<file path="src/rtl/jp3_stream_deframer.sv">
// jp3_stream_deframer: comma lock + K-framed record parser after the 8b10b decoder.
// In: CLK_80M, RESET, ByteIn/KIn/CodeErr/ByteValid, CntClr, HitReady.
// Out: HitData/HitSrc/HitValid (FWFT FIFO), StatusByte/StatusValid,
//      Locked, WordCnt, ErrCnt, DropCnt, Overflow.
module jp3_stream_deframer #(
  parameter int OUT_DEPTH   = 8,
  parameter int LOCK_COMMAS = 4,
  parameter int LOSS_ERRS   = 3
) (
  input  logic        CLK_80M,
  input  logic        RESET,
  input  logic [7:0]  ByteIn,
  input  logic        KIn,
  input  logic        CodeErr,
  input  logic        ByteValid,
  input  logic        CntClr,
  output logic [15:0] HitData,
  output logic [1:0]  HitSrc,
  output logic        HitValid,
  input  logic        HitReady,
  output logic [7:0]  StatusByte,
  output logic        StatusValid,
  output logic        Locked,
  output logic [31:0] WordCnt,
  output logic [15:0] ErrCnt,
  output logic [15:0] DropCnt,
  output logic        Overflow
);

  localparam int AW = (OUT_DEPTH > 1) ? $clog2(OUT_DEPTH) : 1;
  localparam int CW = AW + 1;

  typedef enum logic [2:0] {
    UNLOCKED, IDLE, D_HI, D_LO, STAT
  } state_t;

  state_t        state_q, state_d;
  logic [3:0]    comma_run_q, comma_run_d;
  logic [3:0]    err_run_q, err_run_d;
  logic [1:0]    src_q, src_d;
  logic [7:0]    hi_q, hi_d;
  logic [7:0]    status_byte_q, status_byte_d;
  logic          status_valid_q, status_valid_d;
  logic [AW-1:0] wr_ptr_q, wr_ptr_d;
  logic [AW-1:0] rd_ptr_q, rd_ptr_d;
  logic [CW-1:0] count_q, count_d;
  logic [31:0]   word_cnt_q, word_cnt_d;
  logic [15:0]   err_cnt_q, err_cnt_d;
  logic [15:0]   drop_cnt_q, drop_cnt_d;
  logic          overflow_q, overflow_d;
  logic [17:0]   mem_q [OUT_DEPTH];

  logic is_comma, is_dhdr, is_shdr, is_data;
  logic err_ev, wr_req, accept, drop, pop, full, hit_valid;

  always_comb begin
    is_comma = KIn && !CodeErr && (ByteIn == 8'hBC);
    // K28.0..K28.3 are 0x1C/0x3C/0x5C/0x7C; bits [6:5] give the source index
    is_dhdr  = KIn && !CodeErr && !ByteIn[7] && (ByteIn[4:0] == 5'h1C);
    is_shdr  = KIn && !CodeErr && (ByteIn == 8'h9C);
    is_data  = !KIn && !CodeErr;
  end

  always_comb begin
    state_d        = state_q;
    comma_run_d    = comma_run_q;
    err_run_d      = err_run_q;
    src_d          = src_q;
    hi_d           = hi_q;
    status_byte_d  = status_byte_q;
    status_valid_d = 1'b0;
    err_ev         = 1'b0;
    wr_req         = 1'b0;
    if (ByteValid) begin
      unique case (state_q)
        UNLOCKED: begin
          if (!is_comma) begin
            comma_run_d = '0;
          end else if (comma_run_q == 4'(LOCK_COMMAS - 1)) begin
            state_d     = IDLE;
            comma_run_d = '0;
            err_run_d   = '0;
          end else begin
            comma_run_d = comma_run_q + 4'd1;
          end
        end
        IDLE: begin
          if (is_comma) begin
            err_run_d = '0;
          end else if (is_dhdr) begin
            src_d   = ByteIn[6:5];
            state_d = D_HI;
          end else if (is_shdr) begin
            state_d = STAT;
          end else begin
            err_ev = 1'b1;
          end
        end
        D_HI: begin
          if (is_data) begin
            hi_d    = ByteIn;
            state_d = D_LO;
          end else begin
            err_ev = 1'b1;
          end
        end
        D_LO: begin
          if (is_data) begin
            wr_req  = 1'b1;
            state_d = IDLE;
          end else begin
            err_ev = 1'b1;
          end
        end
        STAT: begin
          if (is_data) begin
            status_byte_d  = ByteIn;
            status_valid_d = 1'b1;
            state_d        = IDLE;
          end else begin
            err_ev = 1'b1;
          end
        end
        default: state_d = UNLOCKED;
      endcase
      if (err_ev) begin
        state_d = IDLE;
        // a comma that breaks a record still resynchronises the run
        if (is_comma) begin
          err_run_d = '0;
        end else if (err_run_q == 4'(LOSS_ERRS - 1)) begin
          state_d     = UNLOCKED;
          comma_run_d = '0;
          err_run_d   = '0;
        end else begin
          err_run_d = err_run_q + 4'd1;
        end
      end
    end
  end

  always_comb begin
    hit_valid = (count_q != '0);
    full      = (count_q == CW'(OUT_DEPTH));
    pop       = hit_valid && HitReady;
    accept    = wr_req && (!full || pop);
    drop      = wr_req && full && !pop;
    wr_ptr_d  = wr_ptr_q + AW'(accept);
    rd_ptr_d  = rd_ptr_q + AW'(pop);
    count_d   = count_q + CW'(accept) - CW'(pop);

    word_cnt_d = word_cnt_q + 32'(accept);
    err_cnt_d  = err_cnt_q;
    drop_cnt_d = drop_cnt_q;
    overflow_d = overflow_q || drop;
    if (err_ev && err_cnt_q != 16'hFFFF) err_cnt_d = err_cnt_q + 16'd1;
    if (drop && drop_cnt_q != 16'hFFFF) drop_cnt_d = drop_cnt_q + 16'd1;
    if (CntClr) begin
      word_cnt_d = '0;
      err_cnt_d  = '0;
      drop_cnt_d = '0;
      overflow_d = 1'b0;
    end
  end

  always_ff @(posedge CLK_80M) begin
    if (RESET) begin
      state_q        <= UNLOCKED;
      comma_run_q    <= '0;
      err_run_q      <= '0;
      src_q          <= '0;
      hi_q           <= '0;
      status_byte_q  <= '0;
      status_valid_q <= 1'b0;
      wr_ptr_q       <= '0;
      rd_ptr_q       <= '0;
      count_q        <= '0;
      word_cnt_q     <= '0;
      err_cnt_q      <= '0;
      drop_cnt_q     <= '0;
      overflow_q     <= 1'b0;
    end else begin
      state_q        <= state_d;
      comma_run_q    <= comma_run_d;
      err_run_q      <= err_run_d;
      src_q          <= src_d;
      hi_q           <= hi_d;
      status_byte_q  <= status_byte_d;
      status_valid_q <= status_valid_d;
      wr_ptr_q       <= wr_ptr_d;
      rd_ptr_q       <= rd_ptr_d;
      count_q        <= count_d;
      word_cnt_q     <= word_cnt_d;
      err_cnt_q      <= err_cnt_d;
      drop_cnt_q     <= drop_cnt_d;
      overflow_q     <= overflow_d;
    end
  end

  always_ff @(posedge CLK_80M) begin
    if (!RESET && accept) mem_q[wr_ptr_q] <= {src_q, hi_q, ByteIn};
  end

  // storage is not reset, so the head is masked while empty
  assign HitValid    = hit_valid;
  assign HitData     = hit_valid ? mem_q[rd_ptr_q][15:0] : '0;
  assign HitSrc      = hit_valid ? mem_q[rd_ptr_q][17:16] : '0;
  assign StatusByte  = status_byte_q;
  assign StatusValid = status_valid_q;
  assign Locked      = (state_q != UNLOCKED);
  assign WordCnt     = word_cnt_q;
  assign ErrCnt      = err_cnt_q;
  assign DropCnt     = drop_cnt_q;
  assign Overflow    = overflow_q;

endmodule

</file>
<file path="config.mk">
export PLATFORM = sky130hd
export DESIGN_NAME = jp3_stream_deframer
export DESIGN_NICKNAME = d
export VERILOG_FILES = /design/src/rtl/jp3_stream_deframer.sv
export SDC_FILE = /design/constraint.sdc
export NUM_CORES = 1
export LEC_CHECK = 0
export BUFFER_PORTS_ARGS = -buffer_cell sky130_fd_sc_hd__buf_4
export CORE_ASPECT_RATIO = 0.9
export CORE_MARGIN = 1
export CORE_UTILIZATION = 59
export DETAILED_ROUTE_END_ITERATION = 6
export GPL_TIMING_DRIVEN = 0
export PLACE_DENSITY = 0.8
export SYNTH_ARGS = -nofsm -noshare
export SYNTH_HDL_FRONTEND = slang
export SYNTH_SLANG_ARGS = --single-unit
</file>
<file path="constraint.sdc">
create_clock -name CLK_80M -period 3.5 [get_ports CLK_80M]
set_clock_uncertainty 0.05 [all_clocks]
set_input_delay 0.35 -clock CLK_80M [delete_from_list [all_inputs] [get_ports CLK_80M]]
set_output_delay 0.35 -clock CLK_80M [all_outputs]
set_load 0.005 [all_outputs]
</file>
==> parameters.txt, run 1 <==
Parameter                              Value

Status
  Outcome ... completed

Placed design
  Total instance count after detailed placement ... roughly 1,200
  Final RePlAce weighted congestion ... between 0.8 and 0.9
  Post-DP HPWL ... roughly 16,000 µm
  Quantity of I/O buffers inserted on ports ... approximately 110
  DP Worst Slack ... 0.391 ns

Finish
  Number of filler cells placed in the layout ... between 1,000 and 1,500
  Final core occ ... approximately 73%
  Filler-free cell count of the finished design ... about 1,200
  Share of cells above drive strength 1 ... around a quarter
  Area growth from synthesis to final layout ... 20.4%
  Antenna diode instance count ... 0
  Layout Nets ... 1,003
  Area of all sequential standard cells ... 0.00643 mm²
  Multi-input logic area ... 0.00402 mm²

Drt
  Router iterations before antenna repair ... 6
  DRC marker count from the first detailed-route iteration ... roughly 570
  Remaining antenna violation count ... 0
  DRC violations left ... 0
  Aggregate routed wire length ... approximately 25,000 µm
  Post-DR wirelength/cell ... 20.1 µm
  Vias per cell ... ~6.1
  Overall via count from detail_route ... ~7,500

Worst setup path
  Total number of cells along the worst setup path ... 6
  Nature of the critical path endpoint ... output port
  Worst Setup Path Type ... flip-flop to output port
  CP max stage delay ... between 0.6 and 0.7 ns
  Cell family with most CP delay ... buffers and inverters
  Cell-by-cell listing of the critical path ... clkbuf_1 -> clkbuf_1 -> mux4_2 -> mux2i_1 -> nor2_1 -> buf_4
  Number of buffer and inverter stages on the critical path ... 3
  Cell type of the slowest stage on the worst timing path ... sky130_fd_sc_hd__clkbuf_1
  Required time worst endpoint ... slightly above 3 ns
  Depth of the worst register-to-register path ... 10
  Top fanout value on the critical path ... 10
  Most Frequent Cell on Critical Path ... sky130_fd_sc_hd__clkbuf_1
  Arrival time of the worst setup path ... roughly 3.0 ns
  Setup crit start kind ... flip-flop

Clock network
  Post-CTS setup buffer count ... 0
  Hold bufs inserted after CTS ... 0
  Maximum count of clock buffers along a single path ... 3
  CTS Sinks ... between 200 and 250
  Clock-pin slew on the worst setup and hold paths ... about 0.06 ns
  Cell at the root of the clock tree ... sky130_fd_sc_hd__clkbuf_16
  Clk Latency, worst-skew pair ... roughly 0.53 ns
  Clock H-tree levels ... 1
  Total clock buffers created by CTS ... 25
  CTS tree ... yes

Power
  Worst ir drop on vdd ... ~0.44 mV
  Net switching share of the total power ... roughly a quarter
  Leakage ... around 4.5 nW
  Sequential power share ... 43.4%
  Net switching component of the power ... approximately 1.8 mW
  Internal power component ... 5.44 mW
  Overall power of the completed layout ... ~7.2 mW
  Proportion of power drawn by combinational gates ... roughly 16%
  Power density over cell area ... around 560 mW/mm²
  Clk pwr share ... between 40% and 50%

STA
  Slew margin rel. ... between 30% and 40%
  Final hold violation count ... 0
  Measured slew at the worst slew-check pin ... just over 0.9 ns
  Worst-case hold slack ... ~0.076 ns
  Peak Freq ... about 290 MHz
  Minimum clock period ... roughly 3.4 ns
  Period Utilization, post-route ... just under 100%
  RSZ-0062 raised after global routing ... no
  Final number of setup-violating endpoints ... 0
  Number of pins with negative max-slew slack in the final report ... 0
  Slack of the critical path ... around 0.10 ns

Synth
  Syn. warnings ... 0
  Sequential-to-total area share from yosys stat ... between 60 and 70%
  Number of nets produced by synthesis ... 860
  Mean area per synthesized cell ... 12.9 µm²
  Area of the mapped netlist ... between 0.01 and 0.015 mm²
  Adder-cell area share of the yosys netlist ... 2.18%
  Share of flip-flops with an asynchronous set or reset after synthesis ... 0%
  Most used flip-flop cell after synthesis ... sky130_fd_sc_hd__edfxtp_1
  Flip-flop and latch count after synthesis ... about 250
  Number of distinct library cells after synthesis ... 65
  Post-synthesis share of cell area spent on and, or, nand and nor gates ... between 10% and 20%
  Number of synthesized flops with an enable pin ... 144
  Share of the synthesized area in compound gates (AO/OA/AOI/OAI) ... 5.82%
  Mux contribution to synthesized area ... a little under an eighth
  Share of the synthesized netlist area taken by xor and xnor gates ... between 2 and 3%
  Mapped Cells ... 827
  Dominant combinational cell family by area after synthesis ... simple AND/OR/NAND/NOR gates

GRT
  Number of global-route vias before repair ... just over 7,000
  First-pass GRT wire length ... roughly 39,000 µm
  Antenna violations before repair ... 0
  Largest net degree at the start of global routing ... 16
  GRT Residual Overflow ... 0
  All-Layer GR Usage ... between 20% and 30%

Floorplan
  I/O pins ... approximately 110
  Die outline width ... about 140 µm
  Area of the placeable core ... between 0.015 and 0.02 mm²
  Die area ... 0.0186 mm²
  Die Ht ... roughly 130 µm
  Initial Util ... ~60%
  Row cnt ... 46

Hold path
  Instance count along the most critical hold path ... 1
  Class of the most critical hold timing path ... primary input to flip-flop

Run
  Max Cap Viol ... 0
state kept, by name (all words and copies together) (netlist names), 4 cells and up:
signal       flops
StatusByte       8
ErrCnt          16
comma_run_q      4
err_run_q        4
hi_q             8
count_q          4
WordCnt         32
DropCnt         16
mem_q          144
logic make-up (layout without fill, tap and decap cells):
group | Yosys count | count (layout)
and+or+nand+nor | 308 | 308
DFF | 249 | 249
AOI/OAI and AO/OA | 88 | 88
muxes | 76 | 76
buffers and inverters | 55 | 217
xor gates and xnor gates | 33 | 33
adders and majority gates | 18 | 18
metal layers:
layer / global-route usage, % / part of all wire [%] / wire [µm]
met4: 7.70 / 2.2 / 549
met1: 36.1 / 40 / 9950
met5: 0 / 0 / 0
met3: 5.36 / 8.6 / 2120
met2: 46.6 / 49 / 12100
stage by stage:
stage | instance area [µm²] | TNS (ns)
final | 12800 | 0
after global routing | 12800 | 0
after CTS | 12800 | 0
after detailed placement | 11900 | 0
after global placement | 11800 | -30.86
after floorplan | 10700 | 0
power groups by stage:
| stage | Sequential [mW] | Clock (mW) | Combinational [mW] |
|---|---|---|---|
| detailed placement | 3.19 | 0 | 1.17 |
| finish | 3.13 | 2.92 | 1.17 |
| global route | 3.13 | 3.06 | 1.28 |
| global placement | 3.19 | 0 | 1.13 |
| CTS | 3.13 | 2.94 | 1.18 |
| floorplan | 3.18 | 0 | 0.745 |
worst paths after layout:
kind               start           to  slack [ns]
max          rd_ptr_q[1]   HitData[7]        0.10
min reg2reg     Overflow     Overflow        0.43
max reg2reg   state_q[2]  WordCnt[26]        0.34
min            ByteIn[3]  mem_q[1][3]        0.08
synth_stat cells (11+ instances only):
library cell               count  area (µm²)
sky130_fd_sc_hd__o211ai_1     13        97.6
sky130_fd_sc_hd__inv_1        18        67.6
sky130_fd_sc_hd__xor2_1       12         105
sky130_fd_sc_hd__xnor2_1      21         184
sky130_fd_sc_hd__nand4_1      19         119
sky130_fd_sc_hd__o31ai_1      11        82.6
sky130_fd_sc_hd__o21ai_0      16        80.1
sky130_fd_sc_hd__nand3_1      29         145
sky130_fd_sc_hd__dfxtp_1     105        2100
sky130_fd_sc_hd__clkbuf_1     21        78.8
sky130_fd_sc_hd__and3_1       11        68.8
sky130_fd_sc_hd__mux4_2       36         811
sky130_fd_sc_hd__a21oi_1      21         105
sky130_fd_sc_hd__or4_1        20         150
sky130_fd_sc_hd__edfxtp_1    144        4320
sky130_fd_sc_hd__ha_1         17         213
sky130_fd_sc_hd__nand2_1      52         195
sky130_fd_sc_hd__nor2_1       99         372
sky130_fd_sc_hd__mux2i_1      39         390
final cells by class:
class | count | share of cell area [%]
flip-flops and latches | 249 | 50.1
multi-input cells | 523 | 31.3
repair buffers | 116 | 7.32
clock buffers | 30 | 5.25
well taps | 240 | 2.34
clock inverters | 16 | 1.81
plain buffers | 36 | 1.33
inverters | 19 | 0.555
placed cells by master, fill, tap and decap left out, types with 6 or more instances in the layout:
| cell type | count |
|---|---|
| sky130_fd_sc_hd__nand2_1 | 52 |
| sky130_fd_sc_hd__nor3_1 | 7 |
| sky130_fd_sc_hd__nor2b_1 | 7 |
| sky130_fd_sc_hd__ha_1 | 17 |
| sky130_fd_sc_hd__a21oi_1 | 21 |
| sky130_fd_sc_hd__buf_4 | 109 |
| sky130_fd_sc_hd__and2_1 | 8 |
| sky130_fd_sc_hd__nor4_1 | 10 |
| sky130_fd_sc_hd__nor2_1 | 93 |
| sky130_fd_sc_hd__or4_1 | 20 |
| sky130_fd_sc_hd__nand3_1 | 29 |
| sky130_fd_sc_hd__clkbuf_1 | 22 |
| sky130_fd_sc_hd__nand4_1 | 19 |
| sky130_fd_sc_hd__mux4_2 | 36 |
| sky130_fd_sc_hd__nor2_2 | 6 |
| sky130_fd_sc_hd__o21ai_0 | 16 |
| sky130_fd_sc_hd__o31ai_1 | 11 |
| sky130_fd_sc_hd__mux2i_1 | 39 |
| sky130_fd_sc_hd__xnor2_1 | 21 |
| sky130_fd_sc_hd__or3_1 | 10 |
| sky130_fd_sc_hd__buf_2 | 9 |
| sky130_fd_sc_hd__inv_1 | 18 |
| sky130_fd_sc_hd__clkbuf_16 | 25 |
| sky130_fd_sc_hd__xor2_1 | 12 |
| sky130_fd_sc_hd__edfxtp_1 | 144 |
| sky130_fd_sc_hd__and3_1 | 11 |
| sky130_fd_sc_hd__o211ai_1 | 13 |
| sky130_fd_sc_hd__dfxtp_1 | 105 |
| sky130_fd_sc_hd__and4_1 | 9 |
timing repair:
| item | 4_1_cts | 5_1_grt |
|---|---|---|
| endpoints found under the setup margin | 1 | 0 |
| endpoints found under the hold margin | 0 | 0 |
| gates resized for setup | 1 | 0 |
No activity file was read; power rests on OpenSTA's default activity.
==> inputs of run 2 (changes only) <==
Settings changed: CORE_UTILIZATION 59 to 45, PLACE_DENSITY 0.8 to default, TNS_END_PERCENT from default to 10.
==> run 2 against run 1 <==
First-iteration DRC count is 7.5% lower. Non-clock buffer count is 1 higher. Largest cell class unchanged. Critical path depth stayed put. Count of clock-buffer cells in the layout is 5 higher. Design area is 0.24% higher. Fmax is 1.6% higher. Worst hold slack worse by 0.0058 ns. Sequential share of layout area is 0.12 points lower. Flip-flop and latch count stayed put. Core utilization is 17 points lower. Via count is 3.7% lower.
==> parameters.txt, run 2 (same netlist as run 1, synthesis figures left out) <==
Parameter                              Value

Worst setup path
  Top fanout value on the critical path ... 10
  Setup crit start kind ... flip-flop
  Required time worst endpoint ... just over 3 ns
  Arrival time of the worst setup path ... 2.94 ns
  Nature of the critical path endpoint ... output port
  Worst Setup Path Type ... flip-flop to output port

Finish
  Flip-flop count of the largest register, all copies and words added ... 144
  Antenna diode instance count ... 0
  Post-route cell area ... approximately 0.013 mm²
  Register with the most flip-flops ... mem_q
  Layout Nets ... approximately 1,000
  Commonest cells after routing, fill and taps aside ... 144 x sky130_fd_sc_hd__edfxtp_1, 109 x sky130_fd_sc_hd__buf_4, 105 x sky130_fd_sc_hd__dfxtp_1, 93 x sky130_fd_sc_hd__nor2_1, 52 x sky130_fd_sc_hd__nand2_1
  Share of cells above drive strength 1 ... 23.5%
  Most common library cell in the layout ignoring fill and taps ... sky130_fd_sc_hd__edfxtp_1
  Area growth from synthesis to final layout ... 20.7%

GRT
  GRT Residual Overflow ... 0
  First-pass GRT wire length ... approximately 39,000 µm
  Number of global-route vias before repair ... around 6,900
  Antenna violations before repair ... 0
  Largest net degree at the start of global routing ... 16
  All-Layer GR Usage ... a little over a fifth

STA
  RSZ-0062 raised after global routing ... no
  Final number of setup-violating endpoints ... 0
  Measured slew at the worst slew-check pin ... 0.912 ns
  Final hold violation count ... 0
  Minimum clock period ... between 3 and 4 ns
  Number of pins with negative max-slew slack in the final report ... 0
  Peak Freq ... roughly 300 MHz
  Slew margin rel. ... 38.8%
  Period Utilization, post-route ... between 90% and 100%

Floorplan
  I/O pins ... 109
  Die outline width ... roughly 160 µm
  Die Ht ... roughly 150 µm
  Area of the placeable core ... 0.0233 mm²
  Die area ... 0.0243 mm²
  Initial Util ... 45.8%
  Row cnt ... 53

Power
  Overall power of the completed layout ... 7.06 mW
  Power density over cell area ... between 500 and 600 mW/mm²
  Worst ir drop on vdd ... slightly above 0.3 mV
  Leakage ... roughly 4.5 nW

Clock network
  Clock-pin slew on the worst setup and hold paths ... roughly 0.060 ns
  CTS Sinks ... about 250
  Cell at the root of the clock tree ... sky130_fd_sc_hd__clkbuf_16
  CTS tree ... yes
  Clock H-tree levels ... 1
  Hold bufs inserted after CTS ... 0
  Maximum count of clock buffers along a single path ... 3
  Total clock buffers created by CTS ... 27
  Clk Latency, worst-skew pair ... approximately 0.53 ns

Placed design
  Placed Instance Area ... 0.0120 mm²
  Final RePlAce weighted congestion ... just over 0.8
  Post-DP HPWL ... between 15,000 and 20,000 µm
  Quantity of I/O buffers inserted on ports ... roughly 110

Drt
  Post-DR wirelength/cell ... 19.4 µm
  Aggregate routed wire length ... around 25,000 µm
  Router iterations before antenna repair ... 5
  Remaining antenna violation count ... 0
  Overall via count from detail_route ... 7,231
  DRC violations left ... 0
  Vias per cell ... around 5.6
  DRC marker count from the first detailed-route iteration ... 528

Status
  Outcome ... completed

Run
  Max Cap Viol ... 0

Hold path
  Class of the most critical hold timing path ... primary input to flip-flop
[run 2: path summary, 6_finish.rpt]
check | startpoint | to | slack (ns) | cells after the start
setup reg to reg | state_q[2] | WordCnt[26] | 0.42 | 10
hold / removal | ByteIn[3] | mem_q[1][3] | 0.07 | 1
hold reg to reg | comma_run_q[1] | comma_run_q[1] | 0.43 | 2
setup / recovery | rd_ptr_q[1] | HitData[7] | 0.16 | 6
[run 2: worst max-delay path, stage by stage, from the launching register on]
cell and delay, ns:
sky130_fd_sc_hd__dfxtp_1 0.33, sky130_fd_sc_hd__clkbuf_1 0.48, sky130_fd_sc_hd__clkbuf_1 0.68, sky130_fd_sc_hd__mux4_2 0.42
sky130_fd_sc_hd__mux2i_1 0.26, sky130_fd_sc_hd__nor2_1 0.08, sky130_fd_sc_hd__buf_4 0.15
[run 2: final cells by class]
cell class,instances,area [µm²]
buffer,36,170
clock buffer,35,736
clock inverter,14,126
fill,1944,10400
inverter,19,71.3
multi-input combinational,523,4020
sequential,249,6430
tap,302,378
timing repair buffer,117,938
[run 2: repair_timing]
action / in CTS / in global routing
resized for setup: 1 / 0
setup endpoints to repair: 3 / 0
endpoints found under the hold margin: 0 / 0
buffers inserted: 0 / 0
[run 2: power by group]
part / internal (mW) / total (mW) / switching, mW
Sequential: 3.11 / 3.12 / 0.0181
Combinational: 0.577 / 1.17 / 0.594
Clock: 1.62 / 2.76 / 1.14
Total: 5.31 / 7.06 / 1.75
[run 2: through the flow]
stage / setup slack [ns] / util [%] / TNS [ns] / hold slack (ns) / instances
2_1_floorplan: 0.337 / - / 0 / 0.399 / 827
3_3_place_gp: -1.25 / 50.9 / -51.29 / 0.422 / 1236
3_5_place_dp: 0.365 / 51.6 / 0 / 0.424 / 1246
6_report: 0.157 / 55.3 / 0 / 0.0701 / 1295
4_1_cts: 0.105 / 55.3 / 0 / 0.0582 / 1295
5_1_grt: 0.0366 / 55.3 / 0 / 0.0740 / 1295
[run 2: per-layer routing]
| metal | routed length, µm | part of all wire [%] | global-route usage [%] | vias up |
|---|---|---|---|---|
| li1 | - | - | - | 3431 |
| met1 | 11800 | 47 | 29.7 | 3557 |
| met2 | 11300 | 45 | 32.7 | 207 |
| met3 | 1450 | 5.8 | 4.32 | 36 |
| met4 | 516 | 2.1 | 5.51 | 0 |
| met5 | 0 | 0 | 0 | - |
